$ cat src/rtl/output_latch.sv
// output_latch: holds the newest and previous CPU output values for the seven-segment block,
// with a post-write flash on dp1 and a halt blink on dp2.
module output_latch #(
    parameter int FLASH_LEN = 12_500_000,
    parameter int BLINK_DIV = 25_000_000
) (
    input  logic        clock,
    input  logic        reset,
    input  logic        out_we,
    input  logic [15:0] out_data,
    input  logic        out_clr,
    input  logic        halt,
    output logic [15:0] disp1,
    output logic [15:0] disp2,
    output logic        dp1,
    output logic        dp2
);
    localparam int FW = $clog2(FLASH_LEN + 1);
    localparam int BW = $clog2(BLINK_DIV);

    typedef enum logic {OFF = 1'b0, ON = 1'b1} phase_t;

    logic [FW-1:0] flash_cnt;
    logic [BW-1:0] blink_cnt, blink_nxt;
    phase_t        phase, phase_nxt;
    logic          halt_r;

    // a same-cycle clear zeroes the old value before the write shifts it down
    always_ff @(posedge clock or posedge reset) begin
        if (reset) begin
            disp1     <= '0;
            disp2     <= '0;
            flash_cnt <= '0;
            halt_r    <= 1'b0;
        end else begin
            if (out_we) begin
                disp1 <= out_data;
                disp2 <= out_clr ? '0 : disp1;
            end else if (out_clr) begin
                disp1 <= '0;
                disp2 <= '0;
            end
            flash_cnt <= out_we ? FW'(FLASH_LEN) : out_clr ? '0 : flash_cnt - FW'(flash_cnt != '0);
            halt_r    <= halt;
        end
    end

    always_ff @(posedge clock or posedge reset) begin
        if (reset) begin
            blink_cnt <= '0;
            phase     <= ON;
        end else begin
            blink_cnt <= blink_nxt;
            phase     <= phase_nxt;
        end
    end

    always_comb begin
        blink_nxt = '0;
        phase_nxt = ON;
        if (halt_r) begin
            blink_nxt = (blink_cnt == BW'(BLINK_DIV - 1)) ? '0 : blink_cnt + 1'b1;
            phase_nxt = (blink_cnt == BW'(BLINK_DIV - 1)) ? ((phase == ON) ? OFF : ON) : phase;
        end
    end

    assign dp1 = (flash_cnt != '0);
    assign dp2 = halt_r & (phase == ON);
endmodule

$ cat config.mk
export PLATFORM = sky130hd
export DESIGN_NAME = output_latch
export DESIGN_NICKNAME = d
export VERILOG_FILES = /design/src/rtl/output_latch.sv
export SDC_FILE = /design/constraint.sdc
export NUM_CORES = 1
export LEC_CHECK = 0
export CAP_MARGIN = 20
export CORE_ASPECT_RATIO = 1.5
export CORE_MARGIN = 2
export CORE_UTILIZATION = 59
export CTS_BUF_LIST = sky130_fd_sc_hd__clkbuf_8 sky130_fd_sc_hd__clkbuf_16
export DETAILED_ROUTE_END_ITERATION = 10
export PLACE_DENSITY = 0.85
export SYNTH_ARGS = -nofsm -noshare
export SYNTH_HDL_FRONTEND = slang
export SYNTH_SLANG_ARGS = --single-unit
$ cat constraint.sdc
create_clock -name clock -period 6.71 [get_ports clock]
set_input_delay 1.342 -clock clock [delete_from_list [all_inputs] [get_ports clock]]
set_output_delay 1.342 -clock clock [all_outputs]
set_load 0.01 [all_outputs]
; After elaboration in Yosys (flattened, before gate mapping)
; Cells that the tools add are included.
[totals]
inputBits = 21
elab_cells = 24
output_inout_bits = 34
regBits = 83
[op_classes]
n_reduce_logical = 2
n_bitwise = 1
eq_ne = 2
n_mux = 11
add_sub_neg = 2
[op_table]
columns = op, count
row1 = two-way mux 16 bit, 4
row2 = two-way mux 25 bit, 2
row3 = two-way mux 24 bit, 2
row4 = adder 25 x 1 -> 25 bit (second input constant), 1
row5 = equality test 25 bit (second input constant), 1
row6 = nonzero test 24 bit, 1
row7 = subtractor 24 x 1 -> 24 bit, 1
row8 = two-way mux 1 bit, 3
row9 = inequality test 2 x 1 -> 1 bit (second input constant), 1
row10 = nonzero test 2 bit, 1
row11 = AND 1 bit, 1

; Depth between registers and ports, before layout
; Gate-level depths: netlist of run 1.
[logic_depth]
word_depth = 4
mapped_depth = 11
depth_no_buf = 10

; Least setup slack after synthesis of run 1
; Ideal clock, no wire load.
[synth_timing]
path_kind = flip-flop to output port
from = register flash_cnt[12]
to = output port dp1
n_path_buf = 0
required_ps = 5368
arrival_time_ps = 1348
setup_slack_ps = 4020
stages_incl_launch_ff = 5
path_cell_list = dfrtp_1 > nor4_1 > nand4_1 > nor2_1 > nand3_1
[synth_between]
elab_chain_cells = 1
[synth_lines]
columns = element, line_no
row1 = from (decl), 23  ; logic [FW-1:0] flash_cnt;
row2 = from (signal assigned), 43  ; flash_cnt <= out_we ? FW'(FLASH_LEN) : out_clr ? '0 : flash_cnt - FW'(flash_cnt != '0);
row3 = nonzero test 24 bit, 67  ; assign dp1 = (flash_cnt != '0);
row4 = to (decl), 15  ; output logic dp1,
; Every way passes these cells.

; Worst setup path in the final report of run 1
; Ends and elaborated chain as after synthesis.

==> results of run 1 <==
## power by group through the flow
stage          clock (mW)  sequential (mW)  combinational (mW)
6_report            0.382            0.546               0.136
5_1_grt             0.405            0.550               0.150
4_1_cts             0.385            0.546               0.135
3_5_place_dp            0            0.555               0.134
3_3_place_gp            0            0.554               0.130
2_1_floorplan           0            0.555              0.0749
## per-layer routing
layer  vias to the layer above  part of all wire (%)  global-route usage [%]
li1                       1473                     -                       -
met1                      1513                    41                    32.2
met2                        91                    53                    41.2
met3                        20                   4.0                    4.28
met4                         0                   2.3                    10.6
met5                         -                     0                       0
## final cells by class
cell class | count | area [sq um]
clock buffer | 9 | 124
clock inverter | 7 | 85.1
fill | 467 | 1720
multi-input combinational | 268 | 1710
timing repair buffer | 59 | 593
inverter | 9 | 35.0
tap | 76 | 95.1
sequential | 83 | 2080
## flip-flops by register name, summed over array words and instances, names as in the netlist
signal	cells
blink_cnt	25
disp1	16
disp2	16
flash_cnt	24
halt_r	1
phase	1
## cells in the mapped netlist, types with 2 or more instances
| cell | n |
|---|---|
| nor2b_1 | 5 |
| or3b_1 | 2 |
| or4_1 | 10 |
| o31ai_1 | 5 |
| dfrtp_1 | 82 |
| ha_1 | 3 |
| a22o_1 | 15 |
| buf_1 | 2 |
| xor2_1 | 11 |
| inv_1 | 8 |
| and2_1 | 3 |
| nor2_1 | 50 |
| nand2_1 | 17 |
| nor4_1 | 13 |
| o21ai_0 | 10 |
| and3_1 | 2 |
| nor3_1 | 10 |
| nor4b_1 | 3 |
| clkbuf_1 | 13 |
| buf_2 | 2 |
| or3_1 | 7 |
| o21ai_1 | 7 |
| nand4_1 | 13 |
| mux2i_1 | 18 |
| a21oi_1 | 13 |
| a31oi_1 | 2 |
| xnor2_1 | 16 |
| nand3_1 | 21 |
## worst paths after layout
kind / slack (ps) / cells after the start / to / start
max: 2920 / 5 / dp1 / flash_cnt[12]$_DFF_PP0_
min: 480 / 1 / blink_cnt[0]$_DFF_PP0_ / blink_cnt[0]$_DFF_PP0_
max reg2reg: 3830 / 10 / flash_cnt[16]$_DFF_PP0_ / flash_cnt[12]$_DFF_PP0_
min reg2reg: 480 / 1 / blink_cnt[0]$_DFF_PP0_ / blink_cnt[0]$_DFF_PP0_
max in group asynchronous: 4850 / 4 / phase$_DFFE_PP1P_ / reset
min in group asynchronous: 1250 / 3 / flash_cnt[3]$_DFF_PP0_ / reset
## logic make-up after synthesis
kind of cell / count (synthesis) / synth area share, %
and+or+nand+nor: 165 / 23.0
xor gates and xnor gates: 27 / 6.07
DFF: 83 / 53.4
buffers and inverters: 27 / 2.86
AOI/OAI and AO/OA: 55 / 9.16
muxes: 18 / 4.63
adders and majority gates: 3 / 0.964
## cells in the final DEF (no fill, tap or decap), types with 4 or more instances in the layout
| cell | count |
|---|---|
| dfrtp_1 | 82 |
| clkdlybuf4s50_1 | 53 |
| nor2_1 | 50 |
| nand3_1 | 21 |
| mux2i_1 | 18 |
| nand2_1 | 17 |
| xnor2_1 | 16 |
| a22o_1 | 15 |
| nor4_1 | 13 |
| nand4_1 | 13 |
| a21oi_1 | 13 |
| xor2_1 | 11 |
| nor3_1 | 10 |
| or4_1 | 10 |
| o21ai_0 | 10 |
| inv_1 | 9 |
| clkbuf_8 | 9 |
| or3_1 | 7 |
| o21ai_1 | 7 |
| nor2b_1 | 5 |
| o31ai_1 | 4 |
| buf_4 | 4 |
## per-stage QoR
step / setup WS, ps / hold slack (ps) / util, % / std cells / total power [mW]
after floorplan: 3230 / 417 / - / 378 / 0.630
after global placement: 3420 / 460 / 69.5 / 493 / 0.684
after detailed placement: 3310 / 468 / 69.5 / 493 / 0.689
after CTS: 2930 / 487 / 72.7 / 509 / 1.07
after global routing: 2750 / 517 / 73.3 / 511 / 1.10
final: 2920 / 482 / 73.3 / 511 / 1.06
## worst register-to-register path, delay by kind of cell, from the launching register on
kind,cells,cell delay [ps]
XOR/XNOR,1,190
adder cells (fa/ha/maj),2,480
flip-flops,1,430
AND/OR/NAND/NOR,7,1670
==> flow_metrics.py, run 1 <==
metrics = {
    "global_routing": {
        "globalRoute.totalOverflow": 0,
        "grt_max_degree": 84,
        "antenna_found_initial": 0,
        "first_pass_grt_wire_length_microns": 14600,
        "via_count_of_the_first_global_routing_pass": 3086,
        "grt_use_total_pct": 25.0,
    },
    "worst_setup_path": {
        "worstPathArrival_ps": 2450,
        "critPathKind": "flip-flop to output pin",
        "crit_slowest_cell": "nor4_1",
        "worstSetupStartpointType": "flip-flop",
        "timing.critical_path.to_type": "output pin",
        "cp_cell_sequence": "nor4_1 > nand4_1 > nor2_1 > nand3_1 > clkdlybuf4s50_1",
        "cp_num_buf_inv": 1,
        "cpPeakStageDelay_ps": 600,
        "crit_required_ps": 5370,
        "path_max_fanout": 5,
        "path_delay_family": "simple AND/OR/NAND/NOR gates",
    },
    "clock_tree": {
        "path_clk_slew_ps": 80,
        "cts_buffer_depth": 2,
        "cts_root_buf": "clkbuf_8",
        "cts_post_setup_buffers_inserted": 0,
        "cts_tree": "done",
        "worst_skew_pair.late_latency_ps": 360,
        "cts-resized-gates": 0,
        "cts-htree-levels": 3,
        "clock_sinks": 83,
        "postCtsHoldBufs": 0,
        "tritoncts.num_buffers": 9,
    },
    "detailed_routing": {
        "antenna_violating_nets_post_route": 0,
        "drt-initial-drc-count": 207,
        "drt-pass1-iter-count": 4,
        "via_per_inst": 6.06,
        "via_count": 3097,
        "wl_cell_microns": 17.0,
        "detail_route.drc_violations": 0,
        "detail_route.wirelength_microns": 8690,
    },
    "timing": {
        "worst_pin_slew_ps": 873,
        "slew_violations": 0,
        "hold_viol_final": 0,
        "slew_headroom_pct": 41.8,
        "clock-skew-final_ps": 10.5,
        "rsz_0062_raised_after_global_routing": "no",
        "setup_viol": 0,
        "post-route-period-util_pct": 56.5,
        "timing.setup.tns_ps": 0,
        "fmaxAchievable_mhz": 264,
        "period_minus_slack_ps": 3790,
    },
    "power": {
        "netSwitchingPower_mw": 0.269,
        "max-vdd-ir-drop_uv": 211,
        "netSwitchingFraction_pct": 25.3,
        "p_comb_share_pct": 12.8,
        "intPower_mw": 0.794,
        "power_density_mw_per_mm2": 225,
        "p_clk_share_pct": 35.9,
        "sequential_share_of_power_pct": 51.3,
        "cellLeakagePower_nw": 1.95,
    },
    "synthesis": {
        "share_of_flip_flops_with_an_asynchronous_set_or_reset_pct": 100,
        "yosysSeqAreaShare_pct": 53.4,
        "unique_masters_post_synth": 43,
        "synthDominantAreaCellType": "dfrtp_1",
        "post_synth.cell_area_avg_sq_um": 10.3,
        "synth.net_count": 402,
        "synth.cell_area_sq_mm": 0.00389,
        "synth.top_cells.by_area": "dfrtp_1 53%, nor2_1 4.8%, mux2i_1 4.6%",
        "synthesis.instances": 378,
        "synth_seq_cells": 83,
        "ys.warnings.count": 0,
        "synth_edf_count": 0,
        "yosys.area.top_type_share_pct": 52.7,
        "synthFlopType": "dfrtp_1",
    },
    "placed_design": {
        "placedInstanceArea_sq_mm": 0.00448,
        "place.gp.congestion": 0.847,
        "io_buffer_count": 54,
        "hpwl_microns": 5940,
    },
    "die": {
        "row_count": 36,
        "start_util_pct": 60.5,
        "io_pins": 55,
        "floorplan.core_area_sq_mm": 0.00644,
        "die_h_microns": 104,
        "chipWidth_microns": 70.3,
        "floorplan.die_area_sq_mm": 0.00728,
    },
    "layout": {
        "post_route_cells_drive_above_1_share_pct": 6.67,
        "fin_area_sq_mm": 0.00472,
        "antenna_cells": 0,
        "design.final.nets": 454,
        "area.growth.synth_to_final_pct": 21.2,
    },
    "run": {
        "drv.max_cap_violation_count": 0,
    },
    "run_status": {
        "outcome": "complete, no violations",
    },
    "worst_hold_path": {
        "timing.hold.worst.class": "flip-flop to flip-flop",
    },
}
(Power assumes the default switching activity.)
==> inputs of run 2 (changes only) <==
--- a/config.mk
+++ b/config.mk
@@ -8,10 +8,10 @@
 export CAP_MARGIN = 20
 export CORE_ASPECT_RATIO = 1.5
 export CORE_MARGIN = 2
-export CORE_UTILIZATION = 59
+export CORE_UTILIZATION = 49
 export CTS_BUF_LIST = sky130_fd_sc_hd__clkbuf_8 sky130_fd_sc_hd__clkbuf_16
 export DETAILED_ROUTE_END_ITERATION = 10
-export PLACE_DENSITY = 0.85
+export PLACE_DENSITY = 0.76
 export SYNTH_ARGS = -nofsm -noshare
 export SYNTH_HDL_FRONTEND = slang
 export SYNTH_SLANG_ARGS = --single-unit
==> constraint.sdc (replaced) <==
create_clock -name clock -period 3.3 [get_ports clock]
set_input_delay 0.66 -clock clock [delete_from_list [all_inputs] [get_ports clock]]
set_output_delay 0.66 -clock clock [all_outputs]
set_load 0.01 [all_outputs]
==> run 2 against run 1 <==
Net effect: global-route usage is 2.5 points lower; largest power group is now clock; largest cell class unchanged; non-clock buffer count rose by 5; clock power increased to 3.2 times the previous value; sequential power grew 100%; highest routed layer unchanged; worst hold slack improved by 8.5 ps; register-to-register slack worse by 3300 ps; flip-flop and latch count unchanged; critical endpoint unchanged.
==> flow_metrics.py, run 2 (synthesized netlist as in run 1, its figures left out) <==
metrics = {
    "run_status": {
        "outcome": "complete, no violations",
    },
    "timing": {
        "timing.setup.tns_ps": 0,
        "slew_violations": 0,
        "setup_viol": 0,
        "hold_viol_final": 0,
        "worst_pin_slew_ps": 814,
        "post-route-worst-setup-slack_ps": 449,
        "clock-skew-final_ps": 8.66,
        "slew_headroom_pct": 45.0,
        "post-route-period-util_pct": 86.4,
        "period_minus_slack_ps": 2850,
        "rsz_0062_raised_after_global_routing": "no",
        "fmaxAchievable_mhz": 351,
    },
    "global_routing": {
        "grt_max_degree": 36,
        "via_count_of_the_first_global_routing_pass": 3242,
        "globalRoute.totalOverflow": 0,
        "antenna_found_initial": 0,
        "grt_use_total_pct": 22.5,
        "first_pass_grt_wire_length_microns": 15500,
    },
    "worst_setup_path": {
        "worstPathArrival_ps": 2190,
        "worstReg2RegStart": "flash_cnt[11]$_DFF_PP0_",
        "worstSetupStartpointType": "flip-flop",
        "crit_required_ps": 2640,
        "timing.critical_path.to_type": "output pin",
        "critPathKind": "flip-flop to output pin",
        "path_max_fanout": 10,
        "worstRegToRegCells": 11,
        "startpoint": "flash_cnt[6]$_DFF_PP0_",
    },
    "clock_tree": {
        "cts_root_buf": "clkbuf_16",
        "path_clk_slew_ps": 60,
        "cts-htree-levels": 3,
        "cts-resized-gates": 0,
        "clock_sinks": 83,
        "postCtsHoldBufs": 0,
        "cts_buffer_depth": 2,
        "worst_skew_pair.late_latency_ps": 340,
        "cts_post_setup_buffers_inserted": 0,
        "cts_tree": "done",
        "tritoncts.num_buffers": 9,
    },
    "layout": {
        "area.growth.synth_to_final_pct": 26.8,
        "final_common_cell": "dfrtp_1",
        "most-common-layout-cells": "82 x dfrtp_1, 53 x clkdlybuf4s50_1, 50 x nor2_1",
        "post_route_cells_drive_above_1_share_pct": 8.18,
        "regMostFlops": "blink_cnt",
        "finalCoreUtilization_pct": 64.4,
        "antenna_cells": 0,
        "biggestRegsByFlops": "blink_cnt x25, flash_cnt x24",
        "largest_reg_flops": 25,
        "fill_cells": 617,
        "design.final.nets": 459,
    },
    "die": {
        "row_count": 39,
        "die_h_microns": 113,
        "io_pins": 55,
        "floorplan.die_area_sq_mm": 0.00869,
        "chipWidth_microns": 76.8,
        "floorplan.core_area_sq_mm": 0.00766,
        "start_util_pct": 50.8,
    },
    "detailed_routing": {
        "antenna_violating_nets_post_route": 0,
        "detail_route.drc_violations": 0,
        "wl_cell_microns": 16.4,
        "detail_route.wirelength_microns": 8900,
        "drt-initial-drc-count": 232,
        "via_count": 3162,
        "via_per_inst": 5.83,
        "drt-pass1-iter-count": 6,
    },
    "run": {
        "drv.max_cap_violation_count": 0,
    },
    "power": {
        "power_density_mw_per_mm2": 532,
        "max-vdd-ir-drop_uv": 366,
        "cellLeakagePower_nw": 2.03,
    },
    "placed_design": {
        "dp_slack_ps": 580,
        "io_buffer_count": 54,
        "place.gp.congestion": 0.886,
        "hpwl_microns": 6130,
    },
    "worst_hold_path": {
        "hold_path_depth": 1,
        "worst_hold_start": "halt_r$_DFF_PP0_",
        "timing.hold.worst.class": "flip-flop to flip-flop",
    },
}
run 2: changes by cell type in the layout (fill, tap and decap cells not counted):
cell / delta
clkinv_4: +1
buf_4: +6
inv_1: -2
bufinv_16: +2
clkbuf_8: -8
clkbuf_16: +9
clkinv_2: -2
buf_16: -1
run 2: critical path: stages (launching register included):
cell and delay, ps:
dfrtp_1 440, nor4_4 580, nand2_1 90, nor2_1 130
nand3_1 110, clkdlybuf4s50_1 500
run 2: per-layer routing:
layer	GRT usage, %	wire length (microns)	up-vias
met5	0	0	-
met4	10.9	180	0
met3	4.70	306	15
met2	39.3	4840	81
met1	26.2	3580	1579
li1	-	-	1487
run 2: power breakdown:
part | switching [mW] | internal (mW) | total [mW]
Clock | 0.396 | 0.837 | 1.23
Combinational | 0.145 | 0.137 | 0.282
Sequential | 0.0470 | 1.06 | 1.11
Total | 0.587 | 2.04 | 2.63
run 2: layout make-up:
class / instances / area, sq um / share of cell area, %
tap: 102 / 128 / 2.58
multi-input combinational: 268 / 1710 / 34.6
clock inverter: 6 / 136 / 2.76
sequential: 83 / 2080 / 42.1
clock buffer: 10 / 239 / 4.84
timing repair buffer: 64 / 611 / 12.4
inverter: 9 / 35.0 / 0.710
run 2: final timing paths:
kind,end,slack [ps]
worst max-delay path,dp1,450
worst min-delay path,phase$_DFFE_PP1P_,490
worst max register to register,flash_cnt[22]$_DFF_PP0_,530
worst min register to register,phase$_DFFE_PP1P_,490
max in group asynchronous,disp2[11]$_DFFE_PP0P_,1950
min in group asynchronous,flash_cnt[10]$_DFF_PP0_,700
run 2: stage by stage:
stage | instance area (sq um) | std cells | power, mW | hold slack, ps
global route | 4940 | 542 | 2.73 | 507
detailed placement | 4560 | 526 | 1.41 | 473
floorplan | 3890 | 378 | 1.28 | 417
finish | 4940 | 542 | 2.63 | 490
global placement | 4550 | 525 | 1.40 | 460
CTS | 4940 | 542 | 2.65 | 495
